--- src/rtl/if_fetch_unit_if.sv ---
// Bundle between the fetch stage, the instruction ROM, ID-stage redirect/hazard
// control and the IF/ID pipeline register outputs.
interface if_fetch_unit_if #(
   parameter int IM_ADDR_W = 10
);
   logic                 stall;
   logic                 flush;
   logic [1:0]           npc_sel;
   logic                 br_taken;
   logic [15:0]          br_imm;
   logic [25:0]          j_index;
   logic [31:0]          jr_target;
   logic [IM_ADDR_W-1:0] im_addr;
   logic [31:0]          im_instr;
   logic [31:0]          pc;
   logic [31:0]          id_instr;
   logic [31:0]          id_pc;
   logic [31:0]          id_pc8;
   logic                 id_valid;
   logic                 fetch_err;

   modport master (
      output stall, flush, npc_sel, br_taken, br_imm, j_index, jr_target, im_instr,
      input  im_addr, pc, id_instr, id_pc, id_pc8, id_valid, fetch_err
   );

   modport slave (
      input  stall, flush, npc_sel, br_taken, br_imm, j_index, jr_target, im_instr,
      output im_addr, pc, id_instr, id_pc, id_pc8, id_valid, fetch_err
   );
endinterface

--- src/rtl/if_fetch_unit.sv ---
// Instruction-fetch stage: PC register, ROM addressing, IF/ID register,
// delayed-branch redirects, stall/flush handling and halt on illegal fetch.
//
// state   | meaning
// ST_RUN  | normal fetching
// ST_HALT | illegal fetch address seen; pc frozen, bubbles only, until reset
module if_fetch_unit #(
   parameter logic [31:0] RESET_PC  = 32'h0000_3000,
   parameter int          IM_ADDR_W = 10
) (
   input logic            clk,
   input logic            reset,
   if_fetch_unit_if.slave bus
);

   typedef enum logic {
      ST_RUN  = 1'b0,
      ST_HALT = 1'b1
   } state_t;

   localparam logic [32:0] PC_END = {1'b0, RESET_PC} + (33'd4 << IM_ADDR_W);

   state_t      state_q, state_d;
   logic [31:0] pc_q, pc_d;
   logic [31:0] id_instr_q, id_instr_d;
   logic [31:0] id_pc_q, id_pc_d;
   logic        id_valid_q, id_valid_d;
   logic        fetch_err_q, fetch_err_d;

   logic        illegal;
   logic [31:0] base;
   logic [31:0] br_off;
   logic [31:0] npc;

   assign illegal = (pc_q[1:0] != 2'b00) || (pc_q < RESET_PC) || ({1'b0, pc_q} >= PC_END);
   assign base    = id_pc_q + 32'd4;
   assign br_off  = {{14{bus.br_imm[15]}}, bus.br_imm, 2'b00};

   // RESET_PC is word aligned, so the offset subtraction never borrows out of bits [1:0]
   assign bus.im_addr   = pc_q[IM_ADDR_W+1:2] - RESET_PC[IM_ADDR_W+1:2];
   assign bus.pc        = pc_q;
   assign bus.id_instr  = id_instr_q;
   assign bus.id_pc     = id_pc_q;
   assign bus.id_pc8    = id_pc_q + 32'd8;
   assign bus.id_valid  = id_valid_q;
   assign bus.fetch_err = fetch_err_q;

   always_comb begin
      npc = pc_q + 32'd4;
      if (id_valid_q) begin
         unique case (bus.npc_sel)
            2'b01:   if (bus.br_taken) npc = base + br_off;
            2'b10:   npc = {base[31:28], bus.j_index, 2'b00};
            2'b11:   npc = bus.jr_target;
            default: npc = pc_q + 32'd4;
         endcase
      end
   end

   always_comb begin
      state_d     = state_q;
      pc_d        = pc_q;
      id_instr_d  = id_instr_q;
      id_pc_d     = id_pc_q;
      id_valid_d  = id_valid_q;
      fetch_err_d = fetch_err_q;
      unique case (state_q)
         ST_RUN: begin
            if (!bus.stall) begin
               if (illegal) begin
                  id_instr_d  = '0;
                  id_valid_d  = 1'b0;
                  id_pc_d     = pc_q;
                  fetch_err_d = 1'b1;
                  state_d     = ST_HALT;
               end else if (bus.flush) begin
                  pc_d       = npc;
                  id_instr_d = '0;
                  id_valid_d = 1'b0;
                  id_pc_d    = pc_q;
               end else begin
                  pc_d       = npc;
                  id_instr_d = bus.im_instr;
                  id_valid_d = 1'b1;
                  id_pc_d    = pc_q;
               end
            end
         end
         ST_HALT: begin
            id_instr_d  = '0;
            id_valid_d  = 1'b0;
            id_pc_d     = pc_q;
            fetch_err_d = 1'b1;
         end
         default: state_d = ST_HALT;
      endcase
   end

   always_ff @(posedge clk or negedge reset) begin
      if (!reset) begin
         state_q     <= ST_RUN;
         pc_q        <= RESET_PC;
         id_instr_q  <= '0;
         id_pc_q     <= RESET_PC;
         id_valid_q  <= 1'b0;
         fetch_err_q <= 1'b0;
      end else begin
         state_q     <= state_d;
         pc_q        <= pc_d;
         id_instr_q  <= id_instr_d;
         id_pc_q     <= id_pc_d;
         id_valid_q  <= id_valid_d;
         fetch_err_q <= fetch_err_d;
      end
   end

endmodule

--- src/flat_wrapper.sv ---
// flat-port wrapper written by rule: the top's interface ports become plain ports
module if_fetch_unit_flat 
#(
   parameter logic [31:0] RESET_PC  = 32'h0000_3000,
   parameter int          IM_ADDR_W = 10
)
  (clk, reset, bus_stall, bus_flush, bus_npc_sel, bus_br_taken, bus_br_imm, bus_j_index, bus_jr_target, bus_im_instr, bus_im_addr, bus_pc, bus_id_instr, bus_id_pc, bus_id_pc8, bus_id_valid, bus_fetch_err);
  if_fetch_unit_if #(.IM_ADDR_W(IM_ADDR_W)) bus_i ();
  input logic clk;
  input logic reset;
  input wire logic [$bits(bus_i.stall)-1:0] bus_stall;
  input wire logic [$bits(bus_i.flush)-1:0] bus_flush;
  input wire logic [$bits(bus_i.npc_sel)-1:0] bus_npc_sel;
  input wire logic [$bits(bus_i.br_taken)-1:0] bus_br_taken;
  input wire logic [$bits(bus_i.br_imm)-1:0] bus_br_imm;
  input wire logic [$bits(bus_i.j_index)-1:0] bus_j_index;
  input wire logic [$bits(bus_i.jr_target)-1:0] bus_jr_target;
  input wire logic [$bits(bus_i.im_instr)-1:0] bus_im_instr;
  output wire logic [$bits(bus_i.im_addr)-1:0] bus_im_addr;
  output wire logic [$bits(bus_i.pc)-1:0] bus_pc;
  output wire logic [$bits(bus_i.id_instr)-1:0] bus_id_instr;
  output wire logic [$bits(bus_i.id_pc)-1:0] bus_id_pc;
  output wire logic [$bits(bus_i.id_pc8)-1:0] bus_id_pc8;
  output wire logic [$bits(bus_i.id_valid)-1:0] bus_id_valid;
  output wire logic [$bits(bus_i.fetch_err)-1:0] bus_fetch_err;
  assign bus_i.stall = bus_stall;
  assign bus_i.flush = bus_flush;
  assign bus_i.npc_sel = bus_npc_sel;
  assign bus_i.br_taken = bus_br_taken;
  assign bus_i.br_imm = bus_br_imm;
  assign bus_i.j_index = bus_j_index;
  assign bus_i.jr_target = bus_jr_target;
  assign bus_i.im_instr = bus_im_instr;
  assign bus_im_addr = bus_i.im_addr;
  assign bus_pc = bus_i.pc;
  assign bus_id_instr = bus_i.id_instr;
  assign bus_id_pc = bus_i.id_pc;
  assign bus_id_pc8 = bus_i.id_pc8;
  assign bus_id_valid = bus_i.id_valid;
  assign bus_fetch_err = bus_i.fetch_err;
  if_fetch_unit #(.RESET_PC(RESET_PC), .IM_ADDR_W(IM_ADDR_W)) u_core (.clk(clk), .reset(reset), .bus(bus_i));
endmodule
--- config.mk ---
export PLATFORM = sky130hd
export DESIGN_NAME = if_fetch_unit_flat
export DESIGN_NICKNAME = d
export VERILOG_FILES = /design/src/rtl/if_fetch_unit_if.sv /design/src/rtl/if_fetch_unit.sv /design/src/flat_wrapper.sv
export SDC_FILE = /design/constraint.sdc
export NUM_CORES = 1
export LEC_CHECK = 0
export ABC_AREA = 1
export BUFFER_PORTS_ARGS = -buffer_cell sky130_fd_sc_hd__clkbuf_2
export CAP_MARGIN = 40
export CELL_PAD_IN_SITES_DETAIL_PLACEMENT = 0
export CELL_PAD_IN_SITES_GLOBAL_PLACEMENT = 1
export CORE_UTILIZATION = 37
export CTS_CLUSTER_DIAMETER = 60
export DETAILED_ROUTE_END_ITERATION = 12
export PLACE_DENSITY = 0.83
export SETUP_SLACK_MARGIN = 0.05
export SLEW_MARGIN = 20
export SYNTH_ARGS = -nofsm -noshare
export SYNTH_HDL_FRONTEND = slang
export SYNTH_SLANG_ARGS = --single-unit
--- constraint.sdc ---
create_clock -name clk -period 3.5 [get_ports clk]
set_input_delay 0.7 -clock clk [delete_from_list [all_inputs] [get_ports clk]]
set_output_delay 0.7 -clock clk [all_outputs]
set_load 0.05 [all_outputs]
Word level (Yosys, flattened, before mapping)
Index checks and enable logic that the tools add are counted.
{ "classes": {"addsub": 4, "order_cmp": 2, "n_eq_ne": 5, "mux": 19, "bitwise": 3, "reduce_logical": 5} }
{ "op_table": {"columns": ["op", "n"], "rows": [
  ["$mux 32", 6],
  ["$pmux 32 s2", 2],
  ["$pmux 32 s3", 1],
  ["$add 32x3->32 const B", 2],
  ["$add 32x32->32", 1],
  ["$add 32x4->32 const B", 1],
  ["$ge 32x15->1 const B", 1],
  ["$lt 32x14->1 const B", 1],
  ["$mux 1", 8],
  ["$eq 2x2->1 const B", 2],
  ["$pmux 1 s2", 2],
  ["$not 1->1", 3],
  ["$reduce_and 3->1", 1],
  ["$eq 2x1->1 const B", 1],
  ["$logic_or 1x1->1", 2],
  ["$ne 2x1->1 const B", 1],
  ["$ne 2x2->1 const B", 1],
  ["$reduce_and 2->1", 1],
  ["$reduce_bool 2->1", 1]
]} }
{ "totals": {"reg_bits": 99, "input_bits": 113, "output_inout_bits": 140, "wordCells": 44} }

Depth between registers and ports, before layout
Gate-level depths: netlist of run 1.
{ "depth": {"word_depth": 6, "mapped_depth": 27, "ltp_nobuf": 27} }

Least setup slack after synthesis of run 1
Ideal clock, no wire load.
{ "synth_path": {"kind": "reg-to-reg", "from": "register u_core.id_pc_q[3], in the netlist u_core.bus.id_pc[3]", "to": "register u_core.pc_q[26], in the netlist u_core.bus.pc[26]", "setup_time_ns": 0.119, "t_arrival_ns": 3.923, "t_required_ns": 3.381, "slack_ns": -0.542, "stages_incl_launch_ff": 26, "path_buffers": 0, "synth_period_minus_slack_ns": 4.042, "path_cell_list": "dfrtp_1 ha_1 nand2_1 nor2_1 inv_1 nor2_2 inv_1 nor2_2 inv_1 nor2_1 xor2_1 nand2_1 o21ai_0 ha_1 a21oi_1 inv_1 nand2_1 nand2_1 a21oi_1 nand3_1 nand2_1 nand3_1 nand2_1 nand2_1 nand2_1 nand2_1"} }
{ "synth_via": {"elab_chain_cells": 5} }
{ "synth_rtl": {"columns": ["element", "line_no", "rtl"], "rows": [
  ["start: declaration", "if_fetch_unit.sv:26", "logic [31:0] id_pc_q, id_pc_d;"],
  ["start signal: assignment", "if_fetch_unit.sv:111", "id_pc_q <= id_pc_d;"],
  ["$add 32x3->32", "if_fetch_unit.sv:36", "assign base = id_pc_q + 32'd4;"],
  ["$add 32x32->32", "if_fetch_unit.sv:52", "2'b01: if (bus.br_taken) npc = base + br_off;"],
  ["$mux 32", "if_fetch_unit.sv:52", null],
  ["$pmux 32 s3", "if_fetch_unit.sv:51", "unique case (bus.npc_sel)"],
  ["$mux 32", "if_fetch_unit.sv:50", "if (id_valid_q) begin"],
  ["end signal: assignment", "if_fetch_unit.sv:109", "pc_q <= pc_d;"],
  ["end: declaration", "if_fetch_unit.sv:24", "logic [31:0] pc_q, pc_d;"]
]} }
Every way passes these cells.
A chain may end at the register's enable or synchronous reset.

Worst setup path after layout of run 1
{ "layout_path": {"from": "register u_core.id_pc_q[3], in the netlist u_core.bus.id_pc[3]", "to": "output port bus_id_pc8[22]"} }
{ "layout_via": {"elab_chain_cells": 1} }
{ "layout_rtl": {"columns": ["element", "line_no", "rtl"], "rows": [
  ["$add 32x4->32", "if_fetch_unit.sv:44", "assign bus.id_pc8 = id_pc_q + 32'd8;"],
  ["end: declaration", "flat_wrapper.sv:23", "output wire logic [$bits(bus_i.id_pc8)-1:0] bus_id_pc8;"]
]} }
Every way passes these cells.

==> results of run 1 <==
## routing by layer
layer | wire length (um) | share of wire (%) | up-vias | track usage [%]
li1 | - | - | 4817 | -
met1 | 15500 | 43 | 4638 | 41.3
met3 | 2670 | 7.4 | 50 | 4.06
met2 | 17000 | 47 | 436 | 50.0
met5 | 0 | 0 | - | 0
met4 | 903 | 2.5 | 0 | 9.15
## flip-flops by register name, summed over array words and instances, names as in the netlist
register              count
u_core.bus.pc            32
u_core.state_q            1
u_core.bus.id_pc         32
u_core.bus.id_valid       1
u_core.bus.fetch_err      1
u_core.bus.id_instr      32
## layout make-up
cell class,count,area share [%]
Inverter,200,6.72
Timing Repair Buffer,322,16.0
Clock buffer,9,2.02
Multi-Input combinational cell,984,48.6
Sequential cell,99,22.3
Clock inverter,7,0.818
Tap cell,313,3.51
## path summary, 6_finish.rpt
path,start,to,cells after the start
worst max-delay path,u_core.bus.id_pc[3],bus_id_pc8[22],8
worst min-delay path,reset,u_core.bus.pc[29],1
worst max register to register,u_core.bus.id_pc[12],u_core.bus.pc[20],19
worst min register to register,u_core.bus.fetch_err,u_core.bus.fetch_err,1
max in group asynchronous,reset,u_core.bus.id_valid,3
min in group clk,u_core.bus.fetch_err,u_core.bus.fetch_err,1
## power groups by stage
stage	Sequential (mW)	Combinational, mW	Clock (mW)
after floorplan	1.17	0.185	0
final	1.14	0.392	1.09
after CTS	1.14	0.377	1.11
after detailed placement	1.17	0.375	0
after global routing	1.14	0.436	1.14
after global placement	1.17	0.375	0
## Yosys cell counts, types with 12 or more instances
cell type | n | area, um^2
nand4_1 | 12 | 75.1
ha_1 | 37 | 463
dfrtp_1 | 95 | 2380
xor2_1 | 53 | 464
buf_4 | 13 | 97.6
o21ai_0 | 61 | 305
nand2_1 | 378 | 1420
nor2_1 | 129 | 484
clkbuf_1 | 21 | 78.8
o21ai_2 | 29 | 254
a21oi_1 | 64 | 320
inv_1 | 197 | 739
nand3_1 | 117 | 586
nor3_1 | 24 | 120
## repair_timing
| action | 4_1_cts | 5_1_grt |
|---|---|---|
| pin swaps | 0 | 12 |
| endpoints found under the setup margin | 3 | 19 |
| setup buffers | 0 | 2 |
| gates cloned | 0 | 0 |
| gates resized for setup | 2 | 57 |
## stage by stage
step | std cells | utilization (%) | cell area [um^2] | hold WS [ps]
floorplan | 1330 | - | 8700 | 404
global placement | 1916 | 46.6 | 10600 | 453
detailed placement | 1916 | 46.6 | 10600 | 483
CTS | 1932 | 48.0 | 10900 | 256
global route | 1934 | 49.0 | 11200 | 269
finish | 1934 | 49.0 | 11200 | 261
## logic make-up (layout without fill, tap and decap cells)
family	count (synthesis)	count (layout)	synth area share (%)
multiplexers	5	5	0.623
XOR/XNOR	56	56	5.68
AND/OR/NAND/NOR	691	691	33.8
AO/OA/AOI/OAI	194	194	13.8
buffers and inverters	247	538	11.7
flip-flops	99	99	28.8
adder cells (fa/ha/maj)	38	38	5.59
## critical path, delay by kind of cell, from the launching register on
kind,cells,cell delay [ps]
simple gates,3,910
buf+inv,4,740
flops,1,410
xor+xnor,1,200
==> results.sh, run 1 <==
export IMPL_sw_frac_of_total_pct=30.9
export IMPL_setup_tns_final_ps=0
export IMPL_drt_wirelength_per_cell_um=18.6
export IMPL_grt_max_degree=63
export IMPL_drv_cap=0
export IMPL_cts_clk_slew_worst_paths_ps=80
export IMPL_drc=0
export IMPL_layout_commonest_cell="nand2_1"
export IMPL_syn_cell_area_um2=8630
export IMPL_gp_congestion=0.970
export IMPL_dp_hpwl_um=29200
export IMPL_clockRootBuffer="clkbuf_16"
export IMPL_worstMarginPinSlew_ps=767
export IMPL_clk_path_buf_depth=2
export IMPL_seqPwrFrac_pct=43.6
export IMPL_routed_via_density=5.14
export IMPL_slew_headroom_pct=48.8
export IMPL_htreeDepth=3
export IMPL_drive_gt1_share_pct=28.4
export IMPL_syn_area_per_cell_um2=6.49
export IMPL_crit_slowest_cell="nor2_1"
export IMPL_dr_total_vias=9941
export IMPL_worstHoldPathType="primary input to asynchronous set/reset pin"
export IMPL_async_flop_share_pct=100
export IMPL_die_w_um=155
export IMPL_first_global_vias=9258
export IMPL_drv_slew=0
export IMPL_total_power_mw=2.62
export IMPL_start_kind="register"
export IMPL_outcome="finished clean"
export IMPL_area_growth_pct=29.3
export IMPL_period_share_pct=95.2
export IMPL_die_area_um2=23900
export IMPL_core_area_um2=22800
export IMPL_min_period_ps=3330
export IMPL_drt_wl_total_um=36000
export IMPL_setup_violations_final=0
export IMPL_ant_nets=0
export IMPL_rsz0062_at_grt="yes"
export IMPL_ys_warn_count=0
export IMPL_num_io_pins=253
export IMPL_grt_first_pass_wirelength_um=54700
export IMPL_synth_seq_cells=99
export IMPL_cts_buffers_inserted=9
export IMPL_intPower_mw=1.81
export IMPL_drt_initial_drc_count=783
export IMPL_pre_cts_slack_ps=-23.0
export IMPL_final_fill_count=2405
export IMPL_die_h_um=155
export IMPL_io_buffer_count=252
export IMPL_diodes=0
export IMPL_ys_seq_area_share_pct=28.8
export IMPL_cpPeakStageDelay_ps=450
export IMPL_ctsHoldBuffers=0
export IMPL_grt_use_total_pct=30.4
export IMPL_clock_skew_ps=16.4
export IMPL_start_util_pct=37.9
export IMPL_crit_path_end_kind="output pin"
export IMPL_power_density_nw_per_um2=235
export IMPL_path_class="register to output pin"
export IMPL_syn_num_nets=1481
export IMPL_syn_inst=1330
export IMPL_final_cell_mix="nand2_1, clkbuf_2, inv_1"
export IMPL_seqCellArea_um2=2490
export IMPL_power_switching_mw=0.811
export IMPL_std_cell_rows=55
export IMPL_worstPathArrival_ps=2630
export IMPL_synth_edf_count=0
export IMPL_p_clk_share_pct=41.5
export IMPL_finalHoldViolations=0
export IMPL_multiInputGateArea_um2=5430
export IMPL_insertion_delay_ps=370
export IMPL_antenna_found_initial=0
export IMPL_crit_path_max_fanout=4
export IMPL_leakage_nw=6.01
export IMPL_crit_required_ps=2800
export IMPL_setup_ws_ps=168
export IMPL_ys_types=43
export IMPL_final_nets=1767
export IMPL_crit_chain="buf_4 -> inv_1 -> nor2_1 -> inv_1 -> nor2_1 -> nand3_1 -> xor2_1 -> clkbuf_2"
export IMPL_clock_fmax_ghz=0.300
export IMPL_firstDrtPassIters=5
export IMPL_comb_power_share_pct=15.0
export IMPL_cts_tree="done"
export IMPL_rrSetupSlack_ps=190
export IMPL_synth_flop_cell="dfrtp_1"
export IMPL_ir_drop_v=0.000275
export IMPL_cts_sinks=99
export IMPL_overflow=0
Power figures use the tool's default switching activity.
==> run 2: changes to the inputs <==
Settings changed: ABC_AREA 1 to 0, CORE_UTILIZATION 37 to 41, CTS_CLUSTER_SIZE set to 20, PLACE_DENSITY 0.83 to 0.88.
Clock period 3.5 ns to 4.1 ns, I/O delays scaled along.
==> run 2 against run 1 <==
Net effect: clock power down 20%; first-iteration DRC count down 24%; area after synthesis down 14%; register-to-register slack better by 190 ps; combinational power down 18%; critical endpoint is now u_core.bus.pc[26].
==> results.sh, run 2 <==
export IMPL_rsz0062_at_grt="no"
export IMPL_ys_warn_count=0
export IMPL_start_util_pct=42.5
export IMPL_htreeDepth=3
export IMPL_stdcell_count=1289
export IMPL_clock_fmax_ghz=0.269
export IMPL_num_io_pins=253
export IMPL_dp_hpwl_um=20300
export IMPL_cts_buffers_inserted=9
export IMPL_worstMarginPinSlew_ps=772
export IMPL_rrSetupSlack_ps=380
export IMPL_antenna_found_initial=0
export IMPL_post_cts_buffers=0
export IMPL_period_share_pct=90.8
export IMPL_firstDrtPassIters=5
export IMPL_layout_commonest_cell="clkbuf_2"
export IMPL_crit_path_end_kind="register"
export IMPL_synth_seq_cells=99
export IMPL_start_kind="register"
export IMPL_ir_drop_v=0.000187
export IMPL_synthTopCellsByArea="dfrtp_1, ha_1, mux2_2"
export IMPL_syn_num_nets=982
export IMPL_grt_use_total_pct=27.4
export IMPL_clock_skew_ps=13.7
export IMPL_power_density_nw_per_um2=236
export IMPL_crit_required_ps=4340
export IMPL_clk_path_buf_depth=2
export IMPL_sw_frac_of_total_pct=29.3
export IMPL_core_area_um2=17500
export IMPL_comb_power_share_pct=14.8
export IMPL_path_class="register to register"
export IMPL_clockRootBuffer="clkbuf_16"
export IMPL_worstPathArrival_ps=3960
export IMPL_hold_slack_ps=437
export IMPL_cts_tree="done"
export IMPL_std_cell_rows=48
export IMPL_die_h_um=137
export IMPL_synth_commonest_cells="dfrtp_1, nand2_1, o21ai_0, a21oi_1, xnor2_1"
export IMPL_crit_family="compound AO/OA/AOI/OAI gates"
export IMPL_yosysMostFrequentCell="dfrtp_1"
export IMPL_gp_congestion=0.927
export IMPL_dp_cells=1273
export IMPL_drt_wirelength_per_cell_um=19.8
export IMPL_setup_tns_final_ps=0
export IMPL_cp_common_cell="and3_1"
export IMPL_outcome="finished clean"
export IMPL_ctsHoldBuffers=0
export IMPL_drv_slew=0
export IMPL_crit_chain="nand3_1 -> nor3_1 -> and3_1 -> and3_1 -> nand2_1 -> xnor2_1 -> ha_1 -> a21o_1 -> a31oi_1 -> nor2b_1 -> a311oi_1 -> a21oi_1 -> o22ai_1 -> xor2_1 -> o21ai_0"
export IMPL_grt_max_degree=49
export IMPL_final_util_pct=52.6
export IMPL_drc=0
export IMPL_final_cell_mix="clkbuf_2, dfrtp_1, nand2_1"
export IMPL_drt_initial_drc_count=592
export IMPL_first_global_vias=6951
export IMPL_p_clk_share_pct=39.9
export IMPL_io_buffer_count=252
export IMPL_cts_clk_slew_worst_paths_ps=80
export IMPL_area_growth_pct=23.9
export IMPL_cts_sinks=99
export IMPL_diodes=0
export IMPL_drv_cap=0
export IMPL_synth_edf_count=0
export IMPL_pre_cts_slack_ps=292
export IMPL_syn_cell_area_um2=7450
export IMPL_syn_inst=831
export IMPL_ys_types=66
export IMPL_setup_ws_ps=376
export IMPL_drt_wl_total_um=25500
export IMPL_min_period_ps=3720
export IMPL_overflow=0
export IMPL_drive_gt1_share_pct=33.0
export IMPL_seqPwrFrac_pct=45.3
export IMPL_ys_seq_area_share_pct=33.3
export IMPL_critPathBufInv=0
export IMPL_synth_top_area_share_pct=31.9
export IMPL_final_nets=1210
export IMPL_finalHoldViolations=0
export IMPL_die_w_um=137
export IMPL_grt_first_pass_wirelength_um=38400
export IMPL_setup_violations_final=0
export IMPL_power_switching_mw=0.638
export IMPL_intPower_mw=1.54
export IMPL_async_flop_share_pct=100
export IMPL_insertion_delay_ps=360
export IMPL_crit_slowest_cell="dfrtp_1"
export IMPL_worstHoldPathType="primary input to asynchronous set/reset pin"
export IMPL_routed_via_density=5.70
export IMPL_yosysTopAreaCell="dfrtp_1"
export IMPL_synth_flop_cell="dfrtp_1"
export IMPL_crit_path_max_fanout=9
export IMPL_dr_total_vias=7347
export IMPL_ant_nets=0
export IMPL_die_area_um2=18700
export IMPL_syn_area_per_cell_um2=8.96
export IMPL_slew_headroom_pct=48.4
export IMPL_leakage_nw=4.64
export IMPL_cpPeakStageDelay_ps=520
run 2: cell types whose count changed in the layout (fill, tap and decap cells not counted), sizes merged, moves of 37 or more:
cell   before  now
buf        71   24
nand2     381   77
xnor2       3   47
nor2      134   41
inv       202   26
nand3     117   30
mux2        3   40
run 2: area by class of cell:
cell class	count	area [um^2]
clock inverter	7	70.1
sequential	99	2480
clock buffer	9	225
fill	1724	8310
inverter	23	86.3
tap	225	282
multi-input combinational	651	4610
timing repair buffer	275	1470
run 2: cell families (layout without fill, tap and decap cells):
logic type / Yosys count / after routing / share of synthesized area (%)
muxes: 48 / 48 / 7.12
and+or+nand+nor: 251 / 251 / 17.6
xor gates and xnor gates: 76 / 76 / 8.94
adders and majority gates: 38 / 38 / 6.49
buffers and inverters: 81 / 314 / 4.97
DFF: 99 / 99 / 33.3
AOI/OAI and AO/OA: 238 / 238 / 21.5
run 2: worst reg2reg max path, stage by stage, from the launching register on:
cell      delay [ps]
dfrtp_1          520
nand3_1          180
nor3_1           350
and3_1           240
and3_1           180
nand2_1           70
xnor2_1          200
ha_1             370
a21o_1           210
a31oi_1          140
nor2b_1           60
a311oi_1         450
a21oi_1          140
o22ai_1          150
xor2_1           230
o21ai_0          110
run 2: metal layers:
| layer | share of wire (%) | track usage [%] | up-vias |
|---|---|---|---|
| met5 | 0 | 0 | - |
| met4 | 2.0 | 8.85 | 0 |
| met3 | 6.9 | 3.30 | 31 |
| met2 | 45 | 42.7 | 334 |
| met1 | 46 | 39.4 | 3494 |
| li1 | - | - | 3488 |
run 2: power by group through the flow:
stage                     registers, mW  logic [mW]  clock network (mW)
after global placement             1.01       0.314                   0
final                             0.987       0.322               0.869
after detailed placement           1.01       0.318                   0
after global routing              0.988       0.349               0.922
after CTS                         0.987       0.320               0.878
after floorplan                    1.02       0.161                   0
run 2: what timing repair did:
action	CTS	global route
endpoints found under the setup margin	0	3
resized for setup	0	3
endpoints found under the hold margin	0	0
run 2: final timing paths:
kind,startpoint,endpoint,depth (start not counted)
setup reg to reg,u_core.bus.id_pc[9],u_core.bus.pc[26],15
setup / recovery,u_core.bus.id_pc[9],u_core.bus.pc[26],15
hold / removal,reset,u_core.bus.id_instr[30],1
hold reg to reg,u_core.bus.fetch_err,u_core.bus.fetch_err,1
min in group clk,u_core.bus.fetch_err,u_core.bus.fetch_err,1
max in group asynchronous,reset,u_core.bus.id_pc[27],3
run 2: stage by stage:
step | power, mW | instance area [um^2]
detailed placement | 1.32 | 8920
CTS | 2.19 | 9220
global placement | 1.32 | 8890
floorplan | 1.18 | 7450
finish | 2.18 | 9220
global route | 2.26 | 9220
==> run 3: changes to the inputs <==
Clock period 4.1 ns to 4.3 ns, I/O delays scaled along.
==> run 3 against run 2 <==
Net effect: die area stayed put; maximum frequency is 3.7% lower; clock skew decreased by 3.7 ps; critical endpoint is now u_core.bus.pc[31]; highest routed layer unchanged.
==> results.sh, run 3 (same netlist as run 2, synthesis figures left out) <==
export IMPL_worstMarginPinSlew_ps=810
export IMPL_clockRootBuffer="clkbuf_16"
export IMPL_crit_path_max_fanout=7
export IMPL_crit_path_end_kind="register"
export IMPL_htreeDepth=3
export IMPL_clock_skew_ps=10.0
export IMPL_num_io_pins=253
export IMPL_ir_drop_v=0.000177
export IMPL_cts_sinks=99
export IMPL_r2r_start="u_core.bus.id_pc[4]"
export IMPL_antenna_found_initial=0
export IMPL_dr_total_vias=7401
export IMPL_cts_buffers_inserted=9
export IMPL_final_fill_count=1691
export IMPL_grt_max_degree=42
export IMPL_grt_use_total_pct=28.1
export IMPL_grt_first_pass_wirelength_um=39500
export IMPL_drt_initial_drc_count=738
export IMPL_drive_gt1_share_pct=32.7
export IMPL_cp_common_cell="nor2_1"
export IMPL_crit_chain="ha_1 -> and3_2 -> and3_1 -> and2_1 -> and4_2 -> nand2_1 -> nor2_1 -> nand2_1 -> xnor2_1 -> ha_1 -> a21oi_2 -> a21oi_1 -> o21a_1 -> a21oi_1 -> nor2_1 -> a221o_1 -> nor2_1 -> o211ai_2"
export IMPL_clk_path_buf_depth=2
export IMPL_core_area_um2=17500
export IMPL_diodes=0
export IMPL_rrSetupSlack_ps=430
export IMPL_setup_violations_final=0
export IMPL_insertion_delay_ps=360
export IMPL_outcome="finished clean"
export IMPL_firstDrtPassIters=5
export IMPL_crit_required_ps=4530
export IMPL_clock_fmax_ghz=0.259
export IMPL_finalHoldViolations=0
export IMPL_area_growth_pct=23.4
export IMPL_drt_wirelength_per_cell_um=20.1
export IMPL_std_cell_rows=48
export IMPL_drv_cap=0
export IMPL_final_util_pct=52.4
export IMPL_layout_commonest_cell="clkbuf_2"
export IMPL_worstPathArrival_ps=4100
export IMPL_final_cell_mix="clkbuf_2, dfrtp_1, nand2_1"
export IMPL_final_nets=1206
export IMPL_drc=0
export IMPL_overflow=0
export IMPL_drv_slew=0
export IMPL_min_period_ps=3870
export IMPL_die_area_um2=18700
export IMPL_start_util_pct=42.5
export IMPL_cts_clk_slew_worst_paths_ps=80
export IMPL_gp_congestion=0.906
export IMPL_ant_nets=0
export IMPL_worstHoldPathType="primary input to asynchronous set/reset pin"
export IMPL_rsz0062_at_grt="no"
export IMPL_start_kind="register"
export IMPL_cts_tree="done"
export IMPL_period_share_pct=89.9
export IMPL_path_class="register to register"
export IMPL_io_buffer_count=252
export IMPL_dp_hpwl_um=20400
export IMPL_power_density_nw_per_um2=225
export IMPL_setup_tns_final_ps=0
export IMPL_r2r_cells=18
export IMPL_r2r_end="u_core.bus.pc[31]"
export IMPL_first_global_vias=7096
export IMPL_die_h_um=137
export IMPL_cpPeakStageDelay_ps=470
export IMPL_die_w_um=137
export IMPL_routed_via_density=5.76
export IMPL_leakage_nw=4.62
export IMPL_crit_slowest_cell="dfrtp_1"
export IMPL_slew_headroom_pct=45.9
export IMPL_drt_wl_total_um=25800
-- run 3: cell count changes in the layout (fill, tap and decap cells not counted) --
cell,change
buf_4,-2
clkinvlp_4,+1
clkinv_4,+1
inv_8,-1
buf_12,-1
inv_6,-1
clkinv_2,-1
buf_2,-1
clkbuf_8,+1
-- run 3: report_power, final --
group	internal [mW]	total (mW)	leakage [nW]	switching [mW]
clock	0.421	0.824	0.144	0.403
sequential	0.934	0.942	1.31	0.00746
combinational	0.122	0.305	3.16	0.183
-- run 3: repair_timing --
action	CTS	global route
buffers inserted	0	0
endpoints found under the setup margin	0	2
hold buffers	0	0
resized for setup	0	3
-- run 3: critical path: cells and delay by family (launching register included) --
kind            cells  cell delay (ps)
compound gates      6             1040
xor+xnor            1              140
flops               1              470
simple gates        9             1610
fa+ha+maj           2              490
-- run 3: worst max path at each step --
stage / start / to / depth (start not counted)
global route: u_core.bus.id_pc[4] / u_core.bus.pc[31] / 18
floorplan: u_core.bus.id_pc[3] / u_core.bus.pc[30] / 18
global placement: u_core.bus.id_pc[4] / u_core.bus.pc[31] / 18
finish: u_core.bus.id_pc[4] / u_core.bus.pc[31] / 18
CTS: u_core.bus.id_pc[4] / u_core.bus.pc[31] / 18
detailed placement: u_core.bus.id_pc[4] / u_core.bus.pc[31] / 18
-- run 3: metal layers --
layer  routed length, um  global-route usage [%]  vias to the layer above  share of wire [%]
li1                    -                       -                     3478                  -
met1               11700                    39.9                     3571                 45
met2               11700                    43.3                      320                 46
met3                1830                    5.00                       32                7.1
met4                 545                    8.61                        0                2.1
met5                   0                       0                        -                  0
-- run 3: layout make-up --
class / instances / area, um^2 / area share [%]
well taps: 225 / 282 / 3.06
flip-flops and latches: 99 / 2480 / 27.0
repair buffers: 271 / 1430 / 15.5
multi-input cells: 651 / 4610 / 50.2
clock inverters: 6 / 61.3 / 0.667
clock buffers: 10 / 239 / 2.60
inverters: 23 / 86.3 / 0.940
-- run 3: through the flow --
step / area, um^2 / power, mW / cells / hold slack (ps) / worst slack [ps]
4_1_cts: 9180 / 2.08 / 1285 / 473 / 309
5_1_grt: 9190 / 2.15 / 1285 / 486 / 73.8
3_5_place_dp: 8880 / 1.26 / 1269 / 480 / 334
3_3_place_gp: 8850 / 1.26 / 1268 / 461 / 464
2_1_floorplan: 7450 / 1.12 / 831 / 564 / 270
6_report: 9190 / 2.07 / 1285 / 455 / 433
